===== config.mk =====
export PLATFORM = sky130hd
export DESIGN_NAME = pc_gen
export DESIGN_NICKNAME = d
export VERILOG_FILES = /design/src/rtl/pc_gen_pkg.sv /design/src/rtl/redir_arb.sv /design/src/rtl/pc_gen.sv
export SDC_FILE = /design/constraint.sdc
export NUM_CORES = 1
export LEC_CHECK = 0
export ABC_AREA = 1
export CORE_MARGIN = 2
export CORE_UTILIZATION = 53
export DETAILED_ROUTE_END_ITERATION = 12
export PLACE_DENSITY = 0.95
export SLEW_MARGIN = 20
export SYNTH_ARGS = -nofsm -noshare
export SYNTH_HDL_FRONTEND = slang
export SYNTH_HIERARCHICAL = 1
export SYNTH_SLANG_ARGS = --single-unit

===== constraint.sdc =====
create_clock -name clk_i -period 4 [get_ports clk_i]
set_input_delay 0.4 -clock clk_i [delete_from_list [all_inputs] [get_ports clk_i]]
set_output_delay 0.4 -clock clk_i [all_outputs]
set_load 0.02 [all_outputs]

===== src/rtl/pc_gen_pkg.sv =====
// Shared types and helpers for the fetch-stage program-counter generator.
// No logic here; consumed by pc_gen and redir_arb via import pc_gen_pkg::*.
// Optional macro PC_ALIGN_CHECK_EN is interpreted by the importing modules.
package pc_gen_pkg;

    // Fetch FSM: IDLE before start, RUN while fetching, HALT after WFI/ebreak.
    typedef enum logic [1:0] {
        IDLE = 2'd0,
        RUN  = 2'd1,
        HALT = 2'd2
    } pc_state_e;

    // Ceiling log2 for elaboration-time sizing; clog2(1) = 0.
    function automatic int clog2(input int value);
        int res;
        res = 0;
        for (int i = 0; i < 31; i++) begin
            if ((1 << i) < value) begin
                res = i + 1;
            end
        end
        return res;
    endfunction

    // Default instruction size and the matching count of forced-zero low PC bits.
    localparam int DEF_INST_BYTES = 4;
    localparam int ALIGN_BITS     = clog2(DEF_INST_BYTES);

endpackage


===== src/rtl/redir_arb.sv =====
// Purpose: fixed-priority pick over N redirect channels plus one pending entry.
// Latency: purely combinational, zero cycles.
// Backpressure: none; the caller decides whether the winner is loaded or captured.
// Optional PC_ALIGN_CHECK_EN: misaligned targets are skipped and flagged instead of truncated.
module redir_arb
    import pc_gen_pkg::*;
#(
    parameter int PC_W    = 32,
    parameter int N_REDIR = 3,
    parameter int IDX_W   = 2,
    parameter int ALIGN_W = ALIGN_BITS
) (
    input  logic [N_REDIR-1:0]      redir_valid,
    input  logic [N_REDIR*PC_W-1:0] redir_pc,
    input  logic                    pend_valid,
    input  logic [IDX_W-1:0]        pend_idx,
    input  logic [PC_W-1:0]         pend_pc,
    output logic                    win_valid,
    output logic [IDX_W-1:0]        win_idx,
`ifdef PC_ALIGN_CHECK_EN
    output logic                    win_misalign,
`endif
    output logic [PC_W-1:0]         win_pc
);

    localparam logic [PC_W-1:0] ONE      = {{(PC_W-1){1'b0}}, 1'b1};
    localparam logic [PC_W-1:0] LOW_MASK = (ONE << ALIGN_W) - ONE;

    logic                inc_vld;
    logic [IDX_W-1:0]    inc_idx;
    logic [PC_W-1:0]     inc_pc;
    logic                take_inc;
`ifdef PC_ALIGN_CHECK_EN
    logic                raw_vld;
    logic [IDX_W-1:0]    raw_idx;
    logic [PC_W-1:0]     raw_pc;
`endif

    // Lowest-index live channel; scanning downward lets the lowest index overwrite.
    always_comb begin
        inc_vld = 1'b0;
        inc_idx = '0;
        inc_pc  = '0;
`ifdef PC_ALIGN_CHECK_EN
        raw_vld = 1'b0;
        raw_idx = '0;
        raw_pc  = '0;
`endif
        for (int k = N_REDIR - 1; k >= 0; k--) begin
`ifdef PC_ALIGN_CHECK_EN
            if (redir_valid[k]) begin
                raw_vld = 1'b1;
                raw_idx = IDX_W'(k);
                raw_pc  = redir_pc[k*PC_W +: PC_W];
            end
            if (redir_valid[k] && ((redir_pc[k*PC_W +: PC_W] & LOW_MASK) == '0)) begin
`else
            if (redir_valid[k]) begin
`endif
                inc_vld = 1'b1;
                inc_idx = IDX_W'(k);
                inc_pc  = redir_pc[k*PC_W +: PC_W];
            end
        end
    end

    // Incoming channel wins ties against the pending entry of the same index.
    always_comb begin
        take_inc  = inc_vld && (!pend_valid || (inc_idx <= pend_idx));
        win_valid = inc_vld || pend_valid;
        win_idx   = take_inc ? inc_idx : pend_idx;
`ifdef PC_ALIGN_CHECK_EN
        win_pc    = take_inc ? inc_pc : pend_pc;
`else
        win_pc    = (take_inc ? inc_pc : pend_pc) & ~LOW_MASK;
`endif
    end

`ifdef PC_ALIGN_CHECK_EN
    // The top-priority request overall was a misaligned channel that got skipped.
    always_comb begin
        win_misalign = raw_vld && (!pend_valid || (raw_idx <= pend_idx))
                       && ((raw_pc & LOW_MASK) != '0);
    end
`endif

endmodule


===== src/rtl/pc_gen.sv =====
// Purpose: fetch PC register with IDLE/RUN/HALT control and prioritised redirects.
// Latency: redirect with update enabled lands on pc_o next cycle; captured one lands a cycle after first update.
// Backpressure: stall_i/pc_write_i hold the PC; redirects seen meanwhile are captured in a single best-priority slot.
// Optional PC_ALIGN_CHECK_EN: adds misalign_o and skips misaligned targets instead of clearing their low bits.
module pc_gen
    import pc_gen_pkg::*;
#(
    parameter int              PC_W       = 32,
    parameter logic [PC_W-1:0] RESET_VEC  = '0,
    parameter int              INST_BYTES = 4,
    parameter int              N_REDIR    = 3
) (
    input  logic                    clk_i,
    input  logic                    rst_i,
    input  logic                    start_i,
    input  logic                    stall_i,
    input  logic                    pc_write_i,
    input  logic                    halt_i,
    input  logic [N_REDIR-1:0]      redir_valid_i,
    input  logic [N_REDIR*PC_W-1:0] redir_pc_i,
    output logic [PC_W-1:0]         pc_o,
    output logic                    pc_valid_o,
`ifdef PC_ALIGN_CHECK_EN
    output logic                    misalign_o,
`endif
    output logic                    redir_pending_o
);

    localparam int              ALIGN_W = clog2(INST_BYTES);
    localparam int              IDX_W   = (N_REDIR > 1) ? clog2(N_REDIR) : 1;
    localparam logic [PC_W-1:0] STEP    = PC_W'(INST_BYTES);

    pc_state_e        state_q;
    logic [PC_W-1:0]  pc_q;
    logic             pc_vld_q;
    logic             pend_vld_q;
    logic [IDX_W-1:0] pend_idx_q;
    logic [PC_W-1:0]  pend_pc_q;
    logic             upd;
    logic             win_valid;
    logic [IDX_W-1:0] win_idx;
    logic [PC_W-1:0]  win_pc;
`ifdef PC_ALIGN_CHECK_EN
    logic             win_misalign;
    logic             mis_q;
`endif

    // Stall always overrides the hazard unit's write enable.
    assign upd = ~stall_i & pc_write_i;

    redir_arb #(
        .PC_W    (PC_W),
        .N_REDIR (N_REDIR),
        .IDX_W   (IDX_W),
        .ALIGN_W (ALIGN_W)
    ) u_redir_arb (
        .redir_valid  (redir_valid_i),
        .redir_pc     (redir_pc_i),
        .pend_valid   (pend_vld_q),
        .pend_idx     (pend_idx_q),
        .pend_pc      (pend_pc_q),
        .win_valid    (win_valid),
        .win_idx      (win_idx),
`ifdef PC_ALIGN_CHECK_EN
        .win_misalign (win_misalign),
`endif
        .win_pc       (win_pc)
    );

    // FSM, PC register and single-entry pending redirect slot.
    always_ff @(posedge clk_i or posedge rst_i) begin
        if (rst_i) begin
            state_q    <= IDLE;
            pc_q       <= RESET_VEC;
            pc_vld_q   <= 1'b0;
            pend_vld_q <= 1'b0;
            pend_idx_q <= '0;
            pend_pc_q  <= '0;
`ifdef PC_ALIGN_CHECK_EN
            mis_q      <= 1'b0;
`endif
        end else begin
`ifdef PC_ALIGN_CHECK_EN
            mis_q <= 1'b0;
`endif
            case (state_q)
                IDLE: begin
                    // RESET_VEC is the first fetch address, so the PC is not advanced on start.
                    pc_q <= RESET_VEC;
                    if (start_i) begin
                        state_q  <= RUN;
                        pc_vld_q <= 1'b1;
                    end
                end
                RUN: begin
`ifdef PC_ALIGN_CHECK_EN
                    mis_q <= win_misalign;
`endif
                    if (upd) begin
                        pend_vld_q <= 1'b0;
                        if (win_valid) begin
                            // A redirect outranks a simultaneous halt.
                            pc_q <= win_pc;
                        end else begin
                            pc_q <= pc_q + STEP;
                            if (halt_i) begin
                                state_q  <= HALT;
                                pc_vld_q <= 1'b0;
                            end
                        end
                    end else if (win_valid) begin
                        // The winner already accounts for the current pending entry.
                        pend_vld_q <= 1'b1;
                        pend_idx_q <= win_idx;
                        pend_pc_q  <= win_pc;
                    end
                end
                HALT: begin
`ifdef PC_ALIGN_CHECK_EN
                    mis_q <= win_misalign;
`endif
                    if (upd) begin
                        pend_vld_q <= 1'b0;
                        if (win_valid) begin
                            pc_q     <= win_pc;
                            state_q  <= RUN;
                            pc_vld_q <= 1'b1;
                        end
                    end else if (win_valid) begin
                        pend_vld_q <= 1'b1;
                        pend_idx_q <= win_idx;
                        pend_pc_q  <= win_pc;
                    end
                end
                default: begin
                    state_q  <= IDLE;
                    pc_vld_q <= 1'b0;
                end
            endcase
        end
    end

    assign pc_o            = pc_q;
    assign pc_valid_o      = pc_vld_q;
    assign redir_pending_o = pend_vld_q;
`ifdef PC_ALIGN_CHECK_EN
    assign misalign_o      = mis_q;
`endif

endmodule


==> reports/summary.txt, run 1 <==
CTS buffer count - 9
Num rows - 35
CP startpoint kind - input port
Worst-Margin Slew - 730 ps
Residual DRC - 0
Clock Pin Slew Worst Setup and Hold Paths - 70 ps
Setup-failing EPs final - 0
Core area - 9150 um^2
Worst skew pair latency - 360 ps
Critical Path, Cell by Cell - clkdlybuf4s50_1 -> nand2_1 -> inv_1 -> ha_1 -> a21oi_1 -> nand2_1 -> nand2_2 -> nand2_1 -> nand2_1 -> inv_1 -> o21ai_0 -> nand2_1 -> o21ai_0
Area Growth Syn to Fin - 30.7%
Num ports - 139
Share of layout cells above drive strength 1 - 0.0693
Setup repair after global routing missed its margin - false
Tot Pwr - 3.87 mW
Synthesized area - 4950 um^2
CP max FO - 34
CP top delay family - simple AND/OR/NAND/NOR gates
Antenna Nets Post-Route - 0
Global route total overflow - 0
Max VDD drop - 0.725 mV
Worst Skew - 16.5 ps
Largest net degree at the start of global routing - 46
Antenna violations before repair - 0
Tcrit/Tclk final - 0.702
DR vias/cell - 5.36
# resized after CTS - 0
Worst Hold Class - reg2reg
Power per Cell Area - 598 nW/um^2
Crit. End Element - register
FILL cells - 703
Ys Warns - 6
Post CTS Setup Buffer Count - 0
Crit-path max cell delay - 660 ps
Slowest cell on the critical path - clkdlybuf4s50_1
Die height - 101 um
Die span in x - 101 um
Clk buf depth - 2
Hold Vio Cnt, Final - 0
Critical Path AT - 3060 ps
CP required - 4260 ps
TNS Setup - 0 ps
CTS H-tree depth - 3
Clk root buf - clkbuf_8
Die area - 10100 um^2
Via count - 5397
Final nets - 1002
Clock tree from TritonCTS - yes
Setup CP Type - in2reg
CTS Hold Buffers Added - 0
Critical path buffer and inverter count - 3
Maximum clock frequency - 356 MHz
Post-Route WL - 14.2 mm
Total clock sinks - 68
Port Buffer Count - 132
Worst path most repeated cell - nand2_1
1st-pass router iterations - 5
Max-slew violations - 0
Vias in the first global route - 5280
Syn Area/Cell - 6.41 um^2
Starting Density - 0.541
Drt initial violations - 318
Number of inserted diodes - 0
Clock period minus worst slack - 2810 ps
Post-DP HPWL - 10.3 mm
Leakage Power - 3.05 nW
Drt wl/cell - 14.2 um
Rel. slew slack - 0.513
Total Routing Usage GR - 0.288
Final Wtd Congestion - 0.913
Max cap viols - 0
Status - finished clean
First-pass GRT wire length - 23.4 mm
Synth Instances - 772
## worst register-to-register path: stages (launching register included)
cell	delay, ps
dfrtp_1	360
inv_1	50
ha_1	310
a21oi_1	240
nand2_1	100
nand2_2	490
nand2_1	130
nand2_1	120
inv_1	90
o21ai_0	220
nand2_1	70
o21ai_0	100
## final cells by class
type	instances	area [um^2]	share of cell area
Multi-Input combinational cell	606	2810	0.435
Timing Repair Buffer	141	1390	0.215
Tap cell	111	139	0.0215
Clock buffer	11	151	0.0234
Inverter	64	240	0.0371
Sequential cell	68	1700	0.263
Clock inverter	5	36.3	0.00561
## where the power goes
group / switching, mW / leakage [nW] / internal, mW / total, mW
sequential: 0.280 / 0.894 / 0.980 / 1.26
clock: 0.282 / 0.0876 / 0.259 / 0.541
combinational: 1.24 / 2.07 / 0.831 / 2.07
## state kept, by name (all words and copies together), names as in the netlist
signal,flops
pc_o,32
pc_valid_o,1
state_q,2
pend_pc_q,30
redir_pending_o,1
pend_idx_q,2
## metrics by stage
step	instances	hold WS, ps	cell area, um^2	utilization	worst slack, ps
after floorplan	773	453	4960	-	1860
after global placement	990	459	6280	0.687	1070
after detailed placement	990	462	6280	0.687	1040
after CTS	1006	486	6470	0.707	1260
after global routing	1006	502	6470	0.707	948
final	1006	477	6470	0.707	1190
## cells in the final DEF, fill, tap and decap left out
cell type	instances
a22o_1	2
o21bai_1	4
ha_1	7
inv_1	61
inv_2	3
buf_4	9
and2_1	2
conb_1	2
nor2_4	3
a21oi_1	5
nor2_2	5
nand2_1	360
nand2_2	3
clkinv_4	1
nand3_1	92
a22oi_1	1
a21oi_2	1
nor2_1	40
o21ai_0	46
clkbuf_8	11
dfrtp_1	68
clkdlybuf4s50_1	132
clkinv_2	1
nor3_1	1
o21ai_1	3
nor3_2	1
a21boi_1	1
xor2_1	1
clkinvlp_4	3
o22ai_1	5
mux2_2	15
nor2_8	1
mux2_4	5
## layer usage
metal / GRT usage / wire length, um / up-vias
li1: - / - / 2668
met1: 0.325 / 5440 / 2461
met2: 0.521 / 7300 / 213
met3: 0.0638 / 963 / 55
met4: 0.124 / 539 / 0
met5: 0 / 0 / -
## path summary, 6_finish.rpt
path / start / endpoint / slack (ps) / depth (start not counted)
min in group asynchronous: rst_i / pend_pc_q[19] / 490 / 2
max reg2reg: pend_idx_q[1] / pc_o[9] / 1620 / 11
min: pc_valid_o / pc_valid_o / 480 / 2
max: redir_valid_i[2] / pc_o[9] / 1190 / 13
min reg2reg: pc_valid_o / pc_valid_o / 480 / 2
max in group asynchronous: rst_i / pend_pc_q[20] / 2600 / 3
Power figures use the tool's default switching activity.
==> inputs of run 2 (changes only) <==
--- a/config.mk
+++ b/config.mk
@@ -7,9 +7,9 @@
 export LEC_CHECK = 0
 export ABC_AREA = 1
 export CORE_MARGIN = 2
-export CORE_UTILIZATION = 53
+export CORE_UTILIZATION = 45
 export DETAILED_ROUTE_END_ITERATION = 12
-export PLACE_DENSITY = 0.95
+export PLACE_DENSITY = 0.91
 export SLEW_MARGIN = 20
 export SYNTH_ARGS = -nofsm -noshare
 export SYNTH_HDL_FRONTEND = slang
==> constraint.sdc (replaced) <==
create_clock -name clk_i -period 2.31 [get_ports clk_i]
set_input_delay 0.231 -clock clk_i [delete_from_list [all_inputs] [get_ports clk_i]]
set_output_delay 0.231 -clock clk_i [all_outputs]
set_load 0.02 [all_outputs]
==> reports/summary.txt, run 2 (synthesized netlist as in run 1, its figures left out) <==
Commonest non-fill, non-tap cells in the layout - nand2_1, clkdlybuf4s50_1, nand3_1
Drt wl/cell - 13.9 um (-2.1%)
Clk root buf - clkbuf_8
Total Routing Usage GR - 0.254 (-0.0337)
Num ports - 139 (unchanged)
Num rows - 38 (+8.6%)
Seq. cell area - 1700 um^2 (unchanged)
CTS H-tree depth - 3 (unchanged)
Post-DP HPWL - 10.7 mm (+3.4%)
Pre-CTS setup slack - -76.7 ps (-1120 ps)
Tcrit/Tclk final - 0.887
FILL cells - 923 (+31%)
Worst skew pair latency - 360 ps (about the same)
CP startpoint kind - input port
Post CTS Setup Buffer Count - 0 (unchanged)
Worst Skew - 12.5 ps (-4.05 ps)
Critical Path, Cell by Cell - clkdlybuf4s50_1 -> nor2_2 -> nand2_1 -> inv_1 -> ha_1 -> a21oi_1 -> nand2_1 -> nand2_2 -> buf_12 -> nand2_1 -> nand2_1 -> inv_1 -> o21ai_0 -> nand2_1 -> nand2_1
Core area - 10800 um^2 (+18%)
Share of layout cells above drive strength 1 - 0.0785 (+0.00927)
Hold Vio Cnt, Final - 0 (unchanged)
Die span in x - 109 um (+8.2%)
Max cap viols - 0 (unchanged)
Post-Route WL - 14.5 mm (+1.6%)
Status - finished clean
Clock period minus worst slack - 2050 ps
Crit-path max cell delay - 520 ps (-140 ps)
Drt initial violations - 334 (+5.0%)
CP required - 2600 ps (-1660 ps)
PnR worst setup slack - 261 ps (-932 ps)
Area of the multi-input gates - 2810 um^2 (unchanged)
Worst-Margin Slew - 608 ps (-122 ps)
Clock Pin Slew Worst Setup and Hold Paths - 80 ps (about the same)
Max reg flops - 32 (unchanged)
Via count - 5468 (+1.3%)
Maximum clock frequency - 488 MHz
Die height - 109 um (+8.2%)
Die area - 11900 um^2 (+17%)
Finished Core Util - 0.620 (-0.0873)
Final Wtd Congestion - 0.906 (-0.80%)
Max VDD drop - 1.02 mV (+40%)
Power per Cell Area - 1070 nW/um^2 (+79%)
DR vias/cell - 5.24 (-2.4%)
Leakage Power - 3.14 nW (+2.9%)
Starting Density - 0.459 (-0.0822)
Vias in the first global route - 5319 (+0.74%)
Max-slew violations - 0 (unchanged)
Total clock sinks - 68 (unchanged)
CTS buffer count - 9 (unchanged)
First-pass GRT wire length - 23.8 mm (+1.5%)
Setup repair after global routing missed its margin - false
Number of inserted diodes - 0 (unchanged)
Tot Pwr - 7.14 mW (+85%)
Crit. End Element - register
Port Buffer Count - 132 (unchanged)
Clock tree from TritonCTS - yes
Area Growth Syn to Fin - 35.1%
Critical Path AT - 2340 ps (-720 ps)
Slowest cell on the critical path - clkdlybuf4s50_1
TNS Setup - 0 ps (unchanged)
Non-filler cells in the finished layout - 1044 (+3.8%)
Residual DRC - 0 (unchanged)
Setup CP Type - in2reg
Worst Hold Class - in2async
CP max FO - 27 (-21%)
Worst path most repeated cell - nand2_1
Antenna violations before repair - 0 (unchanged)
Clk buf depth - 2 (unchanged)
Inst Count DP - 1028 (+3.8%)
CP top delay family - buffers and inverters
Antenna Nets Post-Route - 0 (unchanged)
Commonest non-fill, non-tap cell in the layout - nand2_1
Rel. slew slack - 0.594 (+0.0814)
Setup-failing EPs final - 0 (unchanged)
Final nets - 1011 (+0.90%)
1st-pass router iterations - 5 (unchanged)
Largest net degree at the start of global routing - 48 (+4.3%)
Critical path buffer and inverter count - 4 (+1)
Global route total overflow - 0 (unchanged)
-- run 2: cell types whose count changed in the layout (fill, tap and decap cells not counted) --
cell	change
clkbuf_8	-1
buf_12	+8
clkinv_2	+1
o21ai_1	+1
buf_4	+1
bufinv_16	+1
clkinvlp_4	-1
o21ai_0	-1
-- run 2: through the flow --
step / hold WS [ps] / cell area, um^2
floorplan: 453 / 4960
global placement: 464 / 6490
detailed placement: 469 / 6490
CTS: 163 / 6690
global route: 188 / 6690
finish: 163 / 6690
-- run 2: per-layer routing --
metal,up-vias,track usage,share of wire
met4,0,0.124,0.043
met2,231,0.453,0.50
met3,56,0.0574,0.062
li1,2689,-,-
met1,2492,0.285,0.39
met5,-,0,0
-- run 2: final cells by class --
| cell class | count | area share |
|---|---|---|
| Sequential cell | 68 | 0.254 |
| Clock buffer | 10 | 0.0206 |
| Timing Repair Buffer | 150 | 0.233 |
| Clock inverter | 6 | 0.00954 |
| Inverter | 64 | 0.0359 |
| Multi-Input combinational cell | 606 | 0.421 |
| Tap cell | 140 | 0.0262 |
-- run 2: path summary, 6_finish.rpt --
path | start | to | slack (ps) | cells after the start
hold / removal | rst_i | state_q[0] | 160 | 2
max in group asynchronous | rst_i | pc_o[3] | 1560 | 3
min in group clk_i | pend_pc_q[11] | pend_pc_q[11] | 500 | 2
hold reg to reg | pend_pc_q[11] | pend_pc_q[11] | 500 | 2
setup reg to reg | state_q[1] | pc_o[29] | 380 | 10
setup / recovery | redir_valid_i[0] | pc_o[13] | 260 | 15
-- run 2: power breakdown --
part           total (mW)  leakage (nW)  switching [mW]  internal, mW
clock                1.03        0.0983           0.503         0.526
combinational        3.94          2.15            2.22          1.73
sequential           2.17         0.894           0.474          1.70
-- run 2: timing repair --
| item | 4_1_cts | 5_1_grt |
|---|---|---|
| endpoints found under the hold margin | 0 | 0 |
| endpoints found under the setup margin | 0 | 1 |
| resized for setup | 0 | 1 |
| hold buffers | 0 | 0 |
==> RTL edit 1 (flow settings as in run 2) <==
`PC_W` is set to 32 in 2 places; all go to 16.
--- a/src/rtl/redir_arb.sv
+++ b/src/rtl/redir_arb.sv
@@ -5,7 +5,7 @@
 module redir_arb
     import pc_gen_pkg::*;
 #(
-    parameter int PC_W    = 32,
+    parameter int PC_W    = 16,
     parameter int N_REDIR = 3,
     parameter int IDX_W   = 2,
     parameter int ALIGN_W = ALIGN_BITS
--- a/src/rtl/pc_gen.sv
+++ b/src/rtl/pc_gen.sv
@@ -5,7 +5,7 @@
 module pc_gen
     import pc_gen_pkg::*;
 #(
-    parameter int              PC_W       = 32,
+    parameter int              PC_W       = 16,
     parameter logic [PC_W-1:0] RESET_VEC  = '0,
     parameter int              INST_BYTES = 4,
     parameter int              N_REDIR    = 3
Ports: changed (resized pc_o and redir_pc_i); port bits go from 139 to 75. No check against the original RTL was run, so the function may have changed too.
==> RTL edit 1 against run 2 <==
- maximum frequency down 4.5%
- area after synthesis down 46%
- cell area down 45%
- wire length down 49%
- worst setup slack worse by 0.097 ns
- sequential cell count down 32
- combinational power down 39%
- total power down 44%
- largest power group unchanged
- highest routed layer unchanged
==> RTL edit 1: results (changes against run 2) <==
[global_routing]
grt_max_degree = 37  ; -23%
track_usage_pct = 24.3  ; -1.1 points
antenna_found_initial = 0  ; unchanged
grt_pass1_wl_um = 12500  ; -47%

[critical_path]
rrSetupSlack_ns = 0.43  ; +0.05 ns
reg2reg_depth = 12  ; +2
rr_startpoint = pend_idx_q[0]
crit_slowest_cell = clkdlybuf4s50_1
path_delay_family = simple AND/OR/NAND/NOR gates
reg2reg_to = pc_o[14]
cp_max_fo = 8  ; -70%
cp.arrival_ns = 2.38  ; +0.04 ns
critPathMaxStageDelay_ns = 0.40  ; -0.12 ns
startpoint = redir_valid_i[0]

[final_layout]
drive_gt1_share_pct = 15.5  ; +7.6 points
finalNonFillerCells = 553  ; -47%
largest_reg_flops = 16  ; -50%
fillers = 487  ; -47%
n_antenna_cell = 0  ; unchanged

[clock_tree]
path_clk_slew_ns = 0.07
clock_latency_ns = 0.30  ; -0.06 ns
cts_made_buffers = 5  ; -4
cts-root-buf = clkbuf_8
htree_levels = 2  ; -1
clockBufferDepth = 2  ; unchanged

[min_path]
worstHoldPathType = in -> async

[detailed_routing]
vias = 2859  ; -48%
totalWireLength_um = 7400  ; -49%
drtPass1Iterations = 4  ; -1
drt_iter0_drc = 190  ; -43%

[run_status]
status = complete, no violations

[power]
peakVddDrop_v = 0.000919  ; -9.7%
power_leakage_uw = 0.00179  ; -43%

[timing]
clock_skew_ns = 0.00801  ; -0.00446 ns

[synth]
synth_warnings = 6  ; unchanged
netlist_instances = 388  ; -50%

[place]
port_buffers = 68  ; -48%
hpwl_um = 5460  ; -49%
gp_congestion = 0.871  ; -3.8%
dpl_cell_area_sq_mm = 0.00354  ; -45%
dp.cells = 541  ; -47%

## RTL edit 1: cell count changes in the layout (fill, tap and decap cells not counted), moves of 4 or more
cell and delta:
clkbuf_8 -4, mux2_2 -9, buf_4 +13, inv_1 -20
clkdlybuf4s50_1 -65, mux2_4 -5, nand2_1 -208, dfrtp_1 -32
o21ai_0 -18, nand3_1 -49, nand2_2 +10, buf_12 -6
nor2_1 -29
## RTL edit 1: worst max-delay path by stage
stage,to,slack [ns],cells past startpoint
detailed placement,pc_o[10],-0.21,15
CTS,pc_o[14],0.09,16
finish,pc_o[14],0.16,16
global route,pc_o[10],0.007,17
floorplan,pc_o[14],0.24,18
global placement,pc_o[15],-0.11,16
## RTL edit 1: what timing repair did
| action | CTS | global route |
|---|---|---|
| resized for setup | 0 | 5 |
| hold buffers | 0 | 0 |
| setup endpoints to repair | 0 | 11 |
| buffers inserted | 0 | 3 |
## RTL edit 1: stage by stage
step,setup WS [ns],util [%],hold WS (ns)
finish,0.164,63.1,0.343
global route,0.00695,63.1,0.399
CTS,0.0932,62.2,0.358
detailed placement,-0.210,60.6,0.475
global placement,-0.109,60.6,0.468
floorplan,0.242,-,0.398
## RTL edit 1: report_power, final
group	switching (uW)	internal, uW	total, uW	leakage [uW]
Sequential	216	890	1110	0.000473
Clock	235	238	473	0.0000510
Combinational	1380	1030	2410	0.00127
Total	1830	2160	3990	0.00179
## RTL edit 1: final cells by class
type | count | share of cell area (%)
flip-flops and latches | 36 | 24.4
well taps | 75 | 2.54
clock buffers | 6 | 2.24
inverters | 46 | 4.74
clock inverters | 2 | 0.271
multi-input cells | 295 | 41.6
repair buffers | 93 | 24.3
## RTL edit 1: routing by layer
metal,GRT usage [%],wire (um)
met5,0,0
met4,9.49,214
met3,4.78,295
met2,44.1,3800
met1,28.0,3080
==> RTL edit 2 (config.mk and constraints of run 2) <==
Made on the original files. Make the reset (`rst_i`) synchronous in one clocked block.
--- a/src/rtl/pc_gen.sv
+++ b/src/rtl/pc_gen.sv
@@ -68,7 +68,7 @@
     );
 
     // FSM, PC register and single-entry pending redirect slot.
-    always_ff @(posedge clk_i or posedge rst_i) begin
+    always_ff @(posedge clk_i) begin
         if (rst_i) begin
             state_q    <= IDLE;
             pc_q       <= RESET_VEC;
Check against the original RTL: differs if rst_i is asserted again (counterexample within 4 cycles, from zero or initial values and one cycle with rst_i high); with rst_i held inactive, the same outputs for 4 cycles.
==> RTL edit 2 against run 2 <==
- largest cell class unchanged
- sequential cell count did not move
- area after synthesis down 0.88%
- cell area down 0.95%
- wire length fell by 0.51%
- total power is 29% lower
- sequential power fell by 24%
- worst setup slack got worse by 0.035 ns
- first-iteration DRC count shrank 0.60%
- maximum frequency down 1.7%
- global-route usage decreased by 0.88 points
- non-clock buffer count increased by 8
==> RTL edit 2: results (changes against run 2) <==
[place]
pre_cts_ws_ns = -0.0999  ; -0.0233 ns
dpl_cell_area_sq_mm = 0.00641  ; -1.2%
hpwl_um = 10700  ; +0.12%

[critical_path]
rrSetupSlack_ns = 0.42  ; +0.04 ns
reg2reg_to = pc_o[13]
cp_max_fo = 20  ; -26%
reg2reg_depth = 12  ; +2
rr_startpoint = pend_idx_q[1]

[global_routing]
grt_pass1_vias = 5149  ; -3.2%
use_met1_pct = 33.5  ; +4.9 points
met3_usage_pct = 4.64  ; -1.1 points
track_usage_pct = 24.6  ; -0.88 points
grtUsageMet2_pct = 38.9  ; -6.4 points
grt_pass1_wl_um = 23400  ; -1.4%
grt_max_degree = 35  ; -27%

[run_status]
status = complete, no violations

[detailed_routing]
vias_per_cell = 5.17  ; -1.2%
post_drt_wl_per_cell_um = 12.8  ; -7.5%
drt_iter0_drc = 332  ; -0.60%

[min_path]
worstHoldPathType = reg -> reg

[timing]
fmaxAchievable_mhz = 480  ; -1.7%
clock_skew_ns = 0.0134  ; +0.000918 ns

[final_layout]
final_nets = 1090  ; +7.8%
drive_gt1_share_pct = 7.83  ; -0.021 points

[power]
peakVddDrop_v = 0.000436  ; -57%

-- RTL edit 2: worst max path at each step --
stage | from | endpoint | depth (start not counted)
6_report | redir_valid_i[0] | pc_o[13] | 15
3_5_place_dp | redir_valid_i[0] | pc_o[6] | 15
2_1_floorplan | redir_valid_i[1] | pc_o[15] | 15
3_3_place_gp | redir_valid_i[1] | pc_o[21] | 15
4_1_cts | redir_valid_i[0] | pc_o[13] | 15
5_1_grt | redir_valid_i[0] | pc_o[13] | 15
-- RTL edit 2: cell type report --
type,count,area [sq um]
clock inverter,4,72.6
tap,140,175
sequential,68,1360
clock buffer,12,145
timing repair buffer,158,1600
fill,962,4120
inverter,51,191
multi-input combinational,690,3080
-- RTL edit 2: power breakdown --
part	leakage (uW)	internal [uW]	switching [uW]
clock network	0.000107	637	478
registers	0.000553	1460	176
logic	0.00214	917	1380
total	0.00280	3010	2030
-- RTL edit 2: routing by layer --
| layer | share of wire, % | vias to the layer above |
|---|---|---|
| met5 | 0 | - |
| met4 | 1.7 | 0 |
| met3 | 8.9 | 28 |
| met2 | 45 | 272 |
| met1 | 44 | 2578 |
| li1 | - | 2931 |
-- RTL edit 2: worst max-delay path, stage by stage --
cell	delay [ns]
clkdlybuf4s50_1	0.55
nor2_2	0.07
nand2_1	0.08
inv_1	0.05
ha_1	0.29
a21oi_1	0.22
nand2_1	0.09
nand2_2	0.11
buf_12	0.16
nand2_1	0.07
nand2_1	0.10
nand2_1	0.10
nand2_1	0.08
nand2_1	0.05
a21oi_1	0.11
-- RTL edit 2: metrics by stage --
stage	instances	hold WS, ns
after floorplan	853	0.438
after global placement	1107	0.436
after detailed placement	1107	0.442
after CTS	1123	0.453
after global routing	1123	0.472
final	1123	0.450
